**src/rtl/pipe_stage_skid.sv**
```systemverilog
// pipe_stage_skid: EX->MEM pipeline register with a 2-entry skid buffer and a registered upstream ready.
// Ports:
//   clk_i, rst_i (async, active-low)   clock and reset
//   flush_i                            drop every held and incoming entry
//   in_valid_i / in_ready_o            upstream handshake (in_ready_o is a flop)
//   WB_i, M_i, ALU_i, wdata_i, rd_i    incoming EX results
//   out_valid_o / out_ready_i          downstream handshake
//   WB_o, M_o, ALU_o, wdata_o, rd_o    main slot contents
//   occ_o                              number of held entries, 0..2
module pipe_stage_skid #(
  parameter int WB_W   = 2,
  parameter int M_W    = 2,
  parameter int DATA_W = 32,
  parameter int REG_W  = 5
) (
  input  logic              clk_i,
  input  logic              rst_i,
  input  logic              flush_i,
  input  logic              in_valid_i,
  output logic              in_ready_o,
  input  logic [WB_W-1:0]   WB_i,
  input  logic [M_W-1:0]    M_i,
  input  logic [DATA_W-1:0] ALU_i,
  input  logic [DATA_W-1:0] wdata_i,
  input  logic [REG_W-1:0]  rd_i,
  output logic              out_valid_o,
  input  logic              out_ready_i,
  output logic [WB_W-1:0]   WB_o,
  output logic [M_W-1:0]    M_o,
  output logic [DATA_W-1:0] ALU_o,
  output logic [DATA_W-1:0] wdata_o,
  output logic [REG_W-1:0]  rd_o,
  output logic [1:0]        occ_o
);
  localparam int LW = 2 * DATA_W + REG_W;
  localparam int EW = WB_W + M_W + LW;
  logic [EW-1:0] in_ent, main_q, main_d, main_n, skid_q, skid_d;
  logic          main_v_q, main_v_d, skid_v_q, skid_v_d, rdy_q;
  logic [1:0]    occ_q, occ_d;
  logic          accept, drain, load_in, load_sk, load_skid;
  assign in_ent    = {WB_i, M_i, ALU_i, wdata_i, rd_i};
  assign accept    = in_valid_i & rdy_q;
  assign drain     = main_v_q & out_ready_i;
  assign load_in   = !flush_i & accept & (!main_v_q | drain);
  assign load_sk   = !flush_i & skid_v_q & drain;
  assign load_skid = !flush_i & accept & main_v_q & !drain;
  always_comb begin
    main_v_d = flush_i ? 1'b0 : skid_v_q ? 1'b1 : accept | (main_v_q & !drain);
    skid_v_d = flush_i ? 1'b0 : skid_v_q ? !drain : load_skid;
    main_n   = load_in ? in_ent : load_sk ? skid_q : main_q;
    // an empty main slot is a bubble: its control bits are forced to zero
    main_d   = {main_v_d ? main_n[EW-1:LW] : {(WB_W+M_W){1'b0}}, main_n[LW-1:0]};
    skid_d   = load_skid ? in_ent : skid_q;
    occ_d    = {1'b0, main_v_d} + {1'b0, skid_v_d};
  end
  always_ff @(posedge clk_i or negedge rst_i) begin
    if (!rst_i) begin
      main_q   <= '0;
      skid_q   <= '0;
      main_v_q <= 1'b0;
      skid_v_q <= 1'b0;
      rdy_q    <= 1'b1;
      occ_q    <= 2'd0;
    end else begin
      main_q   <= main_d;
      skid_q   <= skid_d;
      main_v_q <= main_v_d;
      skid_v_q <= skid_v_d;
      rdy_q    <= !skid_v_d;
      occ_q    <= occ_d;
    end
  end
  assign in_ready_o  = rdy_q;
  assign out_valid_o = main_v_q;
  assign occ_o       = occ_q;
  assign {WB_o, M_o, ALU_o, wdata_o, rd_o} = main_q;
endmodule

```
**config.mk**
```make
export PLATFORM = sky130hd
export DESIGN_NAME = pipe_stage_skid
export DESIGN_NICKNAME = d
export VERILOG_FILES = /design/src/rtl/pipe_stage_skid.sv
export SDC_FILE = /design/constraint.sdc
export NUM_CORES = 1
export LEC_CHECK = 0
export ABC_CLOCK_PERIOD_IN_PS = 5350
export CORE_MARGIN = 2
export CORE_UTILIZATION = 50
export CTS_CLUSTER_DIAMETER = 120
export DETAILED_ROUTE_END_ITERATION = 10
export PLACE_DENSITY = 0.8
export SYNTH_ARGS = -nofsm -noshare
export SYNTH_HDL_FRONTEND = slang
export SYNTH_SLANG_ARGS = --single-unit
```
**constraint.sdc**
```tcl
create_clock -name clk_i -period 5.35 [get_ports clk_i]
set_input_delay 1.07 -clock clk_i [delete_from_list [all_inputs] [get_ports clk_i]]
set_output_delay 1.07 -clock clk_i [all_outputs]
set_load 0.01 [all_outputs]
```
==> summary.md <==
| Metric | Value |
|---|---|
| Design Power | 3.76 mW |
| Worst hold-check path type | flop to flop |
| Combinational share of power | 25.3% |
| Clock tree sinks | 151 |
| Slowest CP cell | nor3_4 |
| Cell area after synthesis | 0.00653 mm² |
| Worst Tran Pin Value | 1.06 ns |
| Setup ws final | 2.18 ns |
| Period minus WS final | 3.17 ns |
| Fin Hold WS | 0.491 ns |
| Worst Skew | 0.00587 ns |
| RSZ-0062 raised after global routing | false |
| Vias/cell | 5.25 |
| Skew-Pair Late Insertion Delay | 0.41 ns |
| Sw frac | 24.2% |
| CTS Buf Count | 17 |
| Post-Syn Instances | 417 |
| Die Area | 0.0140 mm² |
| Req. time, crit path | 5.64 ns |
| Final-report setup violation count | 0 |
| Post-Route Setup TNS | 0 ns |
| CP endpoint kind | flop |
| P&R area growth vs syn | 34.8% |
| Die Y | 118 µm |
| Final period utilization | 59.3% |
| GR Util All Layers | 19.9% |
| Clk pwr share | 31.8% |
| DRC | 0 |
| Routability congestion estimate from global placement | 0.742 |
| Maxcap violations | 0 |
| DIE WIDTH | 118 µm |
| Netlist cell types | 27 |
| Clk buf depth | 2 |
| Port bufs | 154 |
| CTS clk-pin slew, worst paths | 0.06 ns |
| IO Pins | 155 |
| CTS Root Cell | clkbuf_16 |
| Sequential-to-total area share from yosys stat | 57.9% |
| Slew headroom | 29.3% |
| Dpl hpwl | 8740 µm |
| Final wirelength | 13000 µm |
| Outcome | completed |
| Initial antenna violation count | 0 |
| Drt pass-1 iters | 4 |
| Pin count of the biggest net entering global routing | 118 |
| Crit path cell chain | clkdlybuf4s50_1 > nor3_4 > buf_12 > mux2_2 |
| Total gr overflow | 0 |
| Synth Warn # | 0 |
| Routed len/inst | 17.2 µm |
| Number of core rows | 41 |
| Layout Nets | 648 |
| TritonCTS clock tree | built |
| Initial Util | 51.5% |
| Flop pwr share | 42.8% |
| Commonest non-fill, non-tap cell in the layout | mux2_2 |
| Crit path arrival time | 3.46 ns |
| Placement Setup Slack | 1.71 ns |
| Fmax | 315 MHz |
| Core Area | 0.0127 mm² |
| Final ANT Viol Nets | 0 |
| Hold Fails Final Rpt | 0 |
| Yosys reg bits | 151 |
| Yosys top cell by area | dfrtp_1 |
| Via count | 3961 |
| Avg Inst Size Synth | 15.6 µm² |
| Leakage | 3.70 nW |
| Top cells by area, synth | dfrtp_1 58%, mux2_2 36%, buf_2 0.92% |
| Number of global-route vias before repair | 4379 |
| Power density over cell area | 427 mW/mm² |
| Max IR drop VDD | 0.253 mV |
| 1st-iter DRT viols | 262 |
| Max Slew Vio Count | 0 |
| Int Power | 2.85 mW |
| Post-CTS Hold Buffers | 0 |
| Number of antenna repair diodes | 0 |
| Setup Buffers After CTS | 0 |
| Worst setup path category | primary input to flop |
| First-pass GRT wire length | 22000 µm |
| Resized Gates After CTS | 0 |
| Commonest cells after routing, fill and taps aside | 208 x mux2_2, 153 x clkdlybuf4s50_1, 150 x dfrtp_1 |
| CP max stage delay | 0.92 ns |
| Syn Nets | 495 |
| P_sw | 0.910 mW |
| H-tree Lvls | 4 |
| CP Max Fanout | 57 |
| Area share of the largest cell type after synthesis | 57.5% |
| Crit start category | primary input |
| Proportion of layout cells with a drive suffix above 1 | 42.4% |
[state kept, by name, summed over array words and instances (netlist names)]
register     flops
main_q          73
skid_q          73
skid_v_q         1
in_ready_o       1
occ_o            2
out_valid_o      1
[metrics by stage]
step | area [µm²] | utilization, % | instances
after floorplan | 6530 | - | 417
after detailed placement | 8200 | 64.7 | 723
after CTS | 8800 | 69.4 | 755
after global placement | 8200 | 64.7 | 723
after global routing | 8800 | 69.4 | 755
final | 8800 | 69.4 | 755
[cell usage after synthesis (all sizes together)]
library cell	n
dfstp	1
clkbuf	4
nor2	1
xnor2	1
a211o	1
o21ai	1
nand4b	1
o21a	2
a211oi	1
inv	5
and2b	1
dfrtp	150
o31ai	1
a31oi	2
mux2i	4
buf	21
mux2	211
nand2	2
nor3	1
o32ai	4
a21oi	1
nand2b	1
[worst paths after layout]
kind | slack, ns | startpoint | cells past startpoint | endpoint
max reg2reg | 2.99 | in_ready_o | 4 | skid_q[40]
min reg2reg | 0.49 | main_q[38] | 1 | main_q[38]
min | 0.49 | main_q[38] | 1 | main_q[38]
min in group asynchronous | 0.81 | rst_i | 1 | skid_q[38]
max in group asynchronous | 3.46 | rst_i | 2 | skid_q[70]
max | 2.18 | flush_i | 4 | skid_q[40]
[power by group through the flow]
stage	combinational [mW]	sequential, mW	clock, mW
final	0.952	1.61	1.20
after global routing	1.02	1.65	1.28
after CTS	0.968	1.61	1.22
after detailed placement	0.964	1.63	0
after global placement	0.935	1.61	0
after floorplan	0.410	1.67	0
[critical path, delay by kind of cell]
kind,cells,cell delay [ns]
buf+inv,2,1.04
simple gates,1,0.92
mux,1,0.39
[cell type report]
class	count	area [µm²]
Timing Repair Buffer	159	1590
Clock inverter	9	123
Sequential cell	151	3780
Clock buffer	23	478
Fill cell	920	3870
Inverter	5	18.8
Multi-Input combinational cell	236	2590
Tap cell	172	215
[logic make-up after synthesis]
| family | synth area share [%] |
|---|---|
| AOI/OAI and AO/OA | 1.67 |
| and+or+nand+nor | 0.710 |
| buffers and inverters | 2.53 |
| xor gates and xnor gates | 0.134 |
| muxes | 37.0 |
| DFF | 57.9 |
[routing by layer]
metal | GRT usage (%) | part of all wire, %
met2 | 31.9 | 49
met4 | 6.93 | 1.7
met3 | 6.56 | 6.9
met1 | 25.4 | 43
met5 | 0 | 0
Note: power is estimated with default switching activity, not from simulation.
